**src/rtl/bcd_pkg.sv**
```systemverilog
// bcd_pkg: shared BCD constants, command encoding and digit decrement helper
package bcd_pkg;
    localparam int BCD_W = 4;
    localparam logic [BCD_W-1:0] BCD_MAX = 4'd9;
    typedef enum logic [1:0] {CMD_HOLD, CMD_LOAD, CMD_SHIFT, CMD_COUNT} cmd_e;
    function automatic logic [BCD_W:0] bcd_dec(input logic [BCD_W-1:0] digit, input logic borrow_in);
        return (digit > BCD_MAX) ? {1'b0, 4'd0} :
               !borrow_in        ? {1'b0, digit} :
               (digit == 4'd0)   ? {1'b1, BCD_MAX} :
                                   {1'b0, digit - 4'd1};
    endfunction
endpackage

```
**src/rtl/jk_ff_rn.sv**
```systemverilog
// jk_ff_rn: JK flip-flop with synchronous active-low clear
module jk_ff_rn (
    input  logic clk,
    input  logic rst_n,
    input  logic J,
    input  logic K,
    output logic q
);
    // clear wins; otherwise hold/reset/set/toggle per J,K
    always_ff @(posedge clk)
        q <= !rst_n ? 1'b0 : (J & K) ? ~q : J ? 1'b1 : K ? 1'b0 : q;
endmodule

```
**src/rtl/bcd_down_counter.sv**
```systemverilog
// bcd_down_counter: multi-digit BCD down-counter built from JK flops with load/shift/count
module bcd_down_counter
    import bcd_pkg::*;
#(
    parameter int DIGITS = 2
) (
    input  logic                  clk,
    input  logic                  rst_n,
    input  logic                  count,
    input  logic                  shift,
    input  logic                  load,
    input  logic [4*DIGITS-1:0]   in,
    output logic [4*DIGITS-1:0]   out,
    output logic                  zero,
    output logic                  borrow_out
);
    localparam int W = BCD_W * DIGITS;
    cmd_e cmd;
    logic [W-1:0] out_q;
    logic [W-1:0] cnt_d;
    logic [W-1:0] out_d;
    logic [W-1:0] j;
    logic [W-1:0] k;
    logic active;
    // command priority: count > shift > load > hold
    always_comb
        cmd = count ? CMD_COUNT : shift ? CMD_SHIFT : load ? CMD_LOAD : CMD_HOLD;
    // ripple the borrow from the least significant digit upward
    always_comb begin
        logic b;
        logic [BCD_W:0] r;
        b = 1'b1;
        r = '0;
        cnt_d = '0;
        for (int d = 0; d < DIGITS; d++) begin
            r = bcd_dec(out_q[d*BCD_W +: BCD_W], b);
            cnt_d[d*BCD_W +: BCD_W] = r[BCD_W-1:0];
            b = r[BCD_W];
        end
    end
    // next value and JK drive; hold leaves J=K=0 so toggle never occurs
    always_comb begin
        out_d = (cmd == CMD_COUNT) ? cnt_d :
                (cmd == CMD_SHIFT) ? {out_q[0], out_q[W-1:1]} :
                (cmd == CMD_LOAD)  ? in : out_q;
        active = cmd != CMD_HOLD;
        j = {W{active}} & out_d;
        k = {W{active}} & ~out_d;
    end
    for (genvar i = 0; i < W; i++) begin : g_ff
        jk_ff_rn u_ff (
            .clk   (clk),
            .rst_n (rst_n),
            .J     (j[i]),
            .K     (k[i]),
            .q     (out_q[i])
        );
    end
    assign out = out_q;
    assign zero = out_q == '0;
    assign borrow_out = count & zero;
endmodule

```
**config.mk**
```make
export PLATFORM = sky130hd
export DESIGN_NAME = bcd_down_counter
export DESIGN_NICKNAME = d
export VERILOG_FILES = /design/src/rtl/bcd_pkg.sv /design/src/rtl/jk_ff_rn.sv /design/src/rtl/bcd_down_counter.sv
export SDC_FILE = /design/constraint.sdc
export NUM_CORES = 1
export LEC_CHECK = 0
export CAP_MARGIN = 20
export CORE_ASPECT_RATIO = 0.9
export CORE_MARGIN = 4
export CORE_UTILIZATION = 51
export CTS_CLUSTER_DIAMETER = 120
export CTS_CLUSTER_SIZE = 40
export DETAILED_ROUTE_END_ITERATION = 12
export PLACE_DENSITY = 0.83
export SETUP_SLACK_MARGIN = 0.3
export SYNTH_ARGS = -nofsm -noshare
export SYNTH_HDL_FRONTEND = slang
export SYNTH_HIERARCHICAL = 1
export SYNTH_SLANG_ARGS = --single-unit
```
**constraint.sdc**
```tcl
create_clock -name clk -period 4.26 [get_ports clk]
set_input_delay 0.426 -clock clk [delete_from_list [all_inputs] [get_ports clk]]
set_output_delay 0.426 -clock clk [all_outputs]
set_load 0.01 [all_outputs]
```
Word level (Yosys, flattened, before mapping)
Index checks and enable logic that the tools add are counted.
{ "word_totals": {"ff_bits": 8, "elab_cells": 82, "output_inout_bits": 10} }
{ "op_classes": {"n_reduce_logical": 12, "n_bitwise": 20, "magnitude_cmp": 2, "n_addsub": 2, "muxes": 35, "n_eq_ne": 3} }
{ "ops": {"columns": ["op", "n"], "rows": [
  ["$mux W1", 25],
  ["$mux W8", 3],
  ["$reduce_bool A3 Y1", 8],
  ["$and A8 B8 Y8", 2],
  ["$mux W4", 3],
  ["$mux W5", 2],
  ["$and A1 B1 Y1", 9],
  ["$gt A4 B4 Y1 const B", 2],
  ["$logic_not A4 Y1", 2],
  ["$logic_not A8 Y1", 1],
  ["$not A1 Y1", 8],
  ["$not A8 Y8", 1],
  ["$sub A4 B1 Y4 const B", 2],
  ["$eq A2 B2 Y1 const B", 2],
  ["$mux W2", 2],
  ["$eq A2 B1 Y1 const B", 1],
  ["$reduce_bool A2 Y1", 1]
]} }

Logic depth before layout (Yosys ltp)
Gate-level depths: netlist of run 1.
{ "depth": {"ltp_word": 12, "mapped_depth": 8, "mapped_depth_nobuf": 8} }

By module
The synthesis of run 1 kept the hierarchy.
{ "by_module_without_submodules": {"columns": ["module", "area_each_um2", "cells_each", "instances"], "rows": [
  ["bcd_down_counter", 624.3, 99, 1],
  ["jk_ff_rn", 33.8, 3, 8]
]} }

Worst setup path before layout of run 1
Ideal clock, no wire load.
{ "synth_timing": {"kind": "flip-flop to flip-flop", "startpoint": "register g_ff[4].u_ff.q", "endpoint": "register g_ff[5].u_ff.q", "n_path_buf": 0, "period_less_slack_ps": 1980, "path_slack_ps": 2280, "t_required_ps": 4144, "path_stages_with_launch": 9, "t_arrival_ps": 1864, "cell_sequence": "dfxtp_1 inv_1 ha_1 or3b_2 a31o_2 a21oi_1 nor2b_1 nand2_1 o211a_1"} }
{ "synth_via": {"elab_chain_cells": 9} }
{ "synth_rtl": {"columns": ["item", "line", "rtl"], "rows": [
  ["start, declared", "jk_ff_rn.sv:7", "output logic q"],
  ["start signal, assigned", "jk_ff_rn.sv:11", "q <= !rst_n ? 1'b0 : (J & K) ? ~q : J ? 1'b1 : K ? 1'b0 : q;"],
  ["$sub A4 B1 Y4 / $logic_not A4 Y1 (equally long branches)", "bcd_pkg.sv:10, bcd_pkg.sv:9", null],
  ["$mux W4", "bcd_pkg.sv:9", "(digit == 4'd0) ? {1'b1, BCD_MAX} :"],
  ["$mux W4", "bcd_pkg.sv:8", "!borrow_in ? {1'b0, digit} :"],
  ["$mux W4 (*)", "bcd_pkg.sv:7", "return (digit > BCD_MAX) ? {1'b0, 4'd0} :"],
  ["$mux W8 (*)", "bcd_down_counter.sv:43", "out_d = (cmd == CMD_COUNT) ? cnt_d :"],
  ["$not A8 Y8 (*)", "bcd_down_counter.sv:48", "k = {W{active}} & ~out_d;"],
  ["$and A8 B8 Y8 (*)", "bcd_down_counter.sv:48", null],
  ["net k[5]", "bcd_down_counter.sv:23", "logic [W-1:0] k;"],
  ["$and A1 B1 Y1", "jk_ff_rn.sv:11", null],
  ["$reduce_bool A3 Y1 (no source line) / $mux W1 (equally long branches)", null, null],
  ["end signal, assigned", "jk_ff_rn.sv:11", null],
  ["end, declared", "jk_ff_rn.sv:7", null]
]} }
The timed path passes the listed nets; every way through them passes the cells marked *.
A chain may end at the register's enable or synchronous reset.

Final worst setup path of run 1
{ "layout_timing": {"startpoint": "input port count", "endpoint": "output port borrow_out"} }
{ "layout_via": {"elab_chain_cells": 1} }
{ "layout_rtl": {"columns": ["item", "line", "rtl"], "rows": [
  ["start, declared", "bcd_down_counter.sv:9", "input logic count,"],
  ["$and A1 B1 Y1", "bcd_down_counter.sv:61", "assign borrow_out = count & zero;"],
  ["end, declared", "bcd_down_counter.sv:15", "output logic borrow_out"]
]} }
Every way passes these cells.

==> results by group, run 1 <==
Run status
  – Status: complete, no violations

Synthesis
  – Synth Instances: 123
  – Post-synthesis mux area share: 6.71%
  – Async set-reset flop share out of synthesis: 0%
  – Syn Area/Cell: 7.27 um^2
  – Most frequent cell after synthesis: nand2_1
  – Adder-Cell Fraction of Synth Area: 2.80%
  – Main flop type after synthesis: dfxtp_1
  – Synth top area cells: dfxtp_1, o211a_1, nor2b_1, mux2i_1, nand2_1
  – Warnings, synthesis: 6
  – Register bit total from synthesis: 8
  – Commonest cells in the netlist: nand2_1, nor2b_1, nor2_1
  – Simple-gate share of the synthesized area: 29.4%
  – Largest family of logic cells by synthesized area: compound AO/OA/AOI/OAI gates
  – Post-Syn Area: 895 um^2
  – Synth area leader: dfxtp_1
  – XOR/XNOR Fraction of Synth Area: 0.979%
  – Share of the synthesized area in the top cell type: 17.9%
  – Syn nets: 138
  – Post-synth EDFFs: 0
  – Synth cell types: 41
  – Compound-Gate Fraction of Synth Area: 34.4%
  – Register area share after synthesis: 17.9%

Floorplan
  – Initial Util: 53.8%
  – Die area: 2490 um^2
  – # IOs: 23
  – Chip Height: 47.7 um
  – Width of the die: 52.1 um
  – Core area: 1660 um^2
  – Row count: 14

Clock network
  – CTS sink cnt: 8
  – Postcts setup bufs: 0
  – CTS Hold Bufs: 0
  – CTS clk-pin slew, worst paths: 0.06 ns
  – Root buffer cell: clkbuf_4
  – CTS Buffer Depth: 2
  – Cts repair resizes: 0
  – CTS buffer count: 3
  – CTS tree: done
  – Worst skew pair latency: 0.26 ns
  – H-tree levels: 1

Setup path
  – Reg2reg end: g_ff[5].u_ff/q$_SDFFE_PN0P_
  – CP max FO: 21
  – Arr. time, crit path: 2.34 ns
  – CP Class: in2out
  – RR Startpoint: g_ff[4].u_ff/q$_SDFFE_PN0P_
  – Critical path capture point: borrow_out
  – CP Capture Type: primary output
  – CP startpoint: count
  – Worst reg2reg setup slack: 2.15 ns
  – CP Data Required Time: 3.83 ns
  – R2R depth: 8
  – CP Launch Type: primary input

STA
  – Final worst-path cycle share: 64.9%
  – Max Clk Rate: 0.362 GHz
  – Fin crit period: 2.77 ns
  – Fin. max-slew vios: 0
  – Normalized max-slew margin: 55.4%
  – Final worst setup slack: 1.49 ns
  – Total Neg Setup Slack: 0 ns
  – Final Skew: 0.0119 ns
  – Final Setup Violations: 0
  – Slew at the pin closest to its max-slew limit: 0.666 ns
  – RSZ-0062 raised after global routing: false
  – Fin. Hold Viols: 0

Layout
  – ANT cells: 0
  – Regs by FF count: g_ff.u_ff/q: 8 flops
  – Layout area overhead: 26.2%
  – Share of layout cells above drive strength 1: 7.86%
  – Biggest register: g_ff.u_ff/q
  – Fillers: 157
  – Nets: 157
  – Post-layout util: 67.8%
  – Max reg flops: 8
  – Final Non-Filler Cells: 164

Route
  – Total routed wirelength: 2270 um
  – Starting DRC count in detailed routing: 16
  – Antenna Nets Post-Route: 0
  – Via-per-instance ratio: 5.82
  – Initial DRT Pass Iterations: 4
  – Via count: 955
  – Post-DR wirelength/cell: 13.8 um
  – Drc violations: 0

Power
  – P per Cell Area: 404 nW/um^2
  – Design Power: 0.456 mW
  – VDD IR-drop max: 0.000306 V
  – Leakage: 0.488 nW

Global route
  – GR Overflow Total: 0
  – Global-route wire length before repair: 3830 um
  – Largest net degree at the start of global routing: 22
  – Vias in the first global route: 829
  – GRT Util Overall: 20.8%
  – Initial antenna violation count: 0

Placed design
  – Cells after DPL: 160
  – Post-detail-place hpwl: 1670 um
  – PortBufs: 22
  – GPL Wtd Cong: 0.855
  – Dpl ws: 1.52 ns

Flow run
  – Max Cap Viol: 0

Hold path
  – Hold crit path type: reg2reg
  – Hold_sp: g_ff[7].u_ff/q$_SDFFE_PN0P_
==> area by class of cell <==
class | count | area, um^2 | area share [%]
multi-input combinational | 99 | 664 | 58.9
timing repair buffer | 23 | 225 | 20.0
sequential | 8 | 160 | 14.2
tap | 24 | 30.0 | 2.66
inverter | 7 | 26.3 | 2.33
clock buffer | 3 | 22.5 | 2.00
==> logic make-up (layout without fill, tap and decap cells) <==
| logic type | Yosys count | in the layout |
|---|---|---|
| flops | 8 | 8 |
| buf+inv | 16 | 33 |
| compound gates | 40 | 40 |
| fa+ha+maj | 2 | 2 |
| xor+xnor | 1 | 1 |
| simple gates | 50 | 50 |
| mux | 6 | 6 |
==> how the worst min path moves through the flow <==
| stage | slack, ns | depth (start not counted) | end |
|---|---|---|---|
| final | 0.63 | 2 | g_ff[7].u_ff/q$_SDFFE_PN0P_ |
| after global routing | 0.68 | 2 | g_ff[4].u_ff/q$_SDFFE_PN0P_ |
| after global placement | 0.61 | 2 | g_ff[7].u_ff/q$_SDFFE_PN0P_ |
| after floorplan | 0.54 | 2 | g_ff[2].u_ff/q$_SDFFE_PN0P_ |
| after CTS | 0.63 | 2 | g_ff[7].u_ff/q$_SDFFE_PN0P_ |
| after detailed placement | 0.62 | 2 | g_ff[7].u_ff/q$_SDFFE_PN0P_ |
==> critical path, stage by stage <==
cell and delay, ns:
clkdlybuf4s50_1 0.90, nor2b_1 0.26, nand2_1 0.07, nor3_1 0.12, clkdlybuf4s50_1 0.56
==> metal layers <==
metal | track usage (%) | routed length, um
met1 | 27.5 | 1050
met2 | 35.1 | 1080
met3 | 5.92 | 125
met4 | 3.06 | 0
met5 | 0 | 0
==> placed cells by master, fill, tap and decap left out, types with 2 or more instances in the layout <==
master and n:
inv_1 7, nand3_1 2, o211a_1 8, nand3b_1 2, nor2b_1 10, nor3_1 3, nand2_1 15, or3b_2 2
o21ai_0 5, o21a_1 2, a21oi_1 5, mux2i_1 6, a31oi_1 3, nor2_1 9, clkbuf_4 3, dfxtp_1 8
a211oi_1 4, nand2b_1 2, ha_1 2, clkdlybuf4s50_1 22
==> metrics by stage <==
stage	cell area [um^2]	hold WS, ns
after floorplan	895	0.544
after global placement	1100	0.606
after detailed placement	1100	0.620
after CTS	1120	0.633
after global routing	1130	0.676
final	1130	0.634
==> report_power, final <==
group          switching, mW  total [mW]  internal (mW)
combinational          0.114       0.257          0.143
sequential            0.0492       0.141         0.0922
clock                 0.0256      0.0578         0.0322
No activity file was read; power rests on OpenSTA's default activity.
==> run 2: changes to the inputs <==
- CORE_UTILIZATION: 51 -> 48
- PLACE_DENSITY: 0.83 -> 0.79
- clock period: 4.26 -> 2.85 ns (I/O delays scaled with it)
==> run 2 against run 1 <==
Net effect:
- cell count grew 0.61%
- clock-buffer cell count is the same
- hold slack lost 0.0064 ns
- non-clock buffer count grew 1
- setup slack lost 1.1 ns
- wire length grew 11%
- first-iteration DRC count grew 31%
- critical endpoint is now zero
==> results by group, run 2 (synthesis results as in run 1) <==
Run status
  – Status: complete, no violations

Global route
  – GRT Util Overall: 21.1% (+0.28 points)
  – Global-route wire length before repair: 4100 um (+7.0%)
  – Largest net degree at the start of global routing: 21 (-4.5%)
  – GR Overflow Total: 0 (unchanged)
  – Vias in the first global route: 875 (+5.5%)
  – Initial antenna violation count: 0 (unchanged)

STA
  – Fin. max-slew vios: 0 (unchanged)
  – Final worst setup slack: 0.411 ns (-1.08 ns)
  – Final Skew: 0.00519 ns (-0.00670 ns)
  – Max Clk Rate: 0.410 GHz
  – Final Setup Violations: 0 (unchanged)
  – RSZ-0062 raised after global routing: false
  – Final worst-path cycle share: 85.6%
  – Fin crit period: 2.44 ns
  – Slew at the pin closest to its max-slew limit: 0.663 ns (-0.00368 ns)
  – Fin. Hold Viols: 0 (unchanged)
  – Normalized max-slew margin: 55.4% (about the same)
  – Hold WS: 0.627 ns (-0.00635 ns)
  – Total Neg Setup Slack: 0 ns (unchanged)

Setup path
  – Crit-path max cell delay: 0.54 ns (-0.36 ns)
  – CP max FO: 9 (-57%)
  – CP Data Required Time: 2.57 ns (-1.26 ns)
  – CP Launch Type: flip-flop
  – Worst path cell trace: inv_1 > ha_2 > or3b_2 > nor2_1 > clkdlybuf4s50_1
  – CP max-delay cell: clkdlybuf4s50_1
  – Arr. time, crit path: 2.15 ns (-0.19 ns)
  – CP Class: reg2out
  – CP Capture Type: primary output

Route
  – Via count: 986 (+3.2%)
  – Via-per-instance ratio: 5.98 (+2.6%)
  – Post-DR wirelength/cell: 15.2 um (+10%)
  – Starting DRC count in detailed routing: 21 (+5)
  – Total routed wirelength: 2510 um (+11%)
  – Drc violations: 0 (unchanged)
  – Initial DRT Pass Iterations: 4 (unchanged)
  – Antenna Nets Post-Route: 0 (unchanged)

Floorplan
  – Row count: 14 (unchanged)
  – # IOs: 23 (unchanged)
  – Width of the die: 53.5 um (+2.6%)
  – Die area: 2620 um^2 (+5.2%)
  – Initial Util: 52.1% (-1.6 points)
  – Core area: 1720 um^2 (+3.2%)
  – Chip Height: 49.0 um (+2.6%)

Clock network
  – CTS buffer count: 3 (unchanged)
  – CTS sink cnt: 8 (unchanged)
  – CTS Buffer Depth: 2 (unchanged)
  – Postcts setup bufs: 0 (unchanged)
  – CTS clk-pin slew, worst paths: 0.06 ns (about the same)
  – Root buffer cell: clkbuf_4
  – Worst skew pair latency: 0.27 ns (about the same)
  – CTS tree: done
  – H-tree levels: 1 (unchanged)

Layout
  – Biggest register: g_ff.u_ff/q
  – Regs by FF count: g_ff.u_ff/q: 8 flops
  – Max reg flops: 8 (unchanged)
  – Share of layout cells above drive strength 1: 9.22% (+1.4 points)
  – ANT cells: 0 (unchanged)
  – Nets: 158 (+0.64%)
  – Most frequent cells in the layout: clkdlybuf4s50_1, nand2_1, nor2b_1, nor2_1
  – Most common cell after layout, fill and taps aside: clkdlybuf4s50_1
  – Post-layout util: 66.5% (-1.3 points)
  – Layout area overhead: 27.6%

Power
  – VDD IR-drop max: 0.000488 V (+60%)
  – Leakage: 0.492 nW (+0.78%)
  – Design Power: 0.702 mW (+54%)
  – P per Cell Area: 615 nW/um^2 (+52%)

Hold path
  – Hold crit path type: reg2reg

Flow run
  – Max Cap Viol: 0 (unchanged)

Placed design
  – PortBufs: 22 (unchanged)
  – Post-detail-place hpwl: 1840 um (+11%)
  – GPL Wtd Cong: 0.906 (+6.0%)
  – Dpl ws: 0.689 ns (-0.834 ns)
[run 2: changes by cell type in the layout (fill, tap and decap cells not counted), sizes merged]
| cell | change |
|---|---|
| buf | +1 |
[run 2: path summary, 6_finish.rpt]
path | from | to | slack, ns | depth (start not counted)
max reg2reg | g_ff[5].u_ff/q$_SDFFE_PN0P_ | g_ff[5].u_ff/q$_SDFFE_PN0P_ | 0.74 | 8
max | g_ff[5].u_ff/q$_SDFFE_PN0P_ | zero | 0.41 | 5
min reg2reg | g_ff[5].u_ff/q$_SDFFE_PN0P_ | g_ff[5].u_ff/q$_SDFFE_PN0P_ | 0.63 | 2
min | g_ff[5].u_ff/q$_SDFFE_PN0P_ | g_ff[5].u_ff/q$_SDFFE_PN0P_ | 0.63 | 2
[run 2: critical path: cells and delay by family, from the launching register on]
family / cells / cell delay, ns
buffers and inverters: 2 / 0.66
and+or+nand+nor: 2 / 0.60
DFF: 1 / 0.39
adders and majority gates: 1 / 0.23
[run 2: final cells by class]
class / count / area [um^2]
sequential: 8 / 160
multi-input combinational: 99 / 667
clock buffer: 3 / 22.5
tap: 24 / 30.0
inverter: 7 / 26.3
fill: 168 / 576
timing repair buffer: 24 / 235
[run 2: where the power goes]
part / switching [mW] / internal [mW]
Sequential: 0.0719 / 0.138
Combinational: 0.182 / 0.217
Clock: 0.0448 / 0.0486
[run 2: timing repair]
| action | in CTS | in global routing |
|---|---|---|
| resized for setup | 0 | 1 |
| hold buffers | 0 | 0 |
| setup endpoints to repair | 0 | 1 |
[run 2: per-stage QoR]
stage,std cells,instance area [um^2]
after floorplan,123,895
after global placement,162,1120
after detailed placement,162,1120
after CTS,165,1140
after global routing,165,1140
final,165,1140
[run 2: routing by layer]
layer  GRT usage, %  up-vias  part of all wire, %
met1           28.9      454                   46
li1               -      485                    -
met5              0        -                    0
met2           31.0       40                   45
met3           3.67        7                  6.6
met4           10.2        0                  2.4
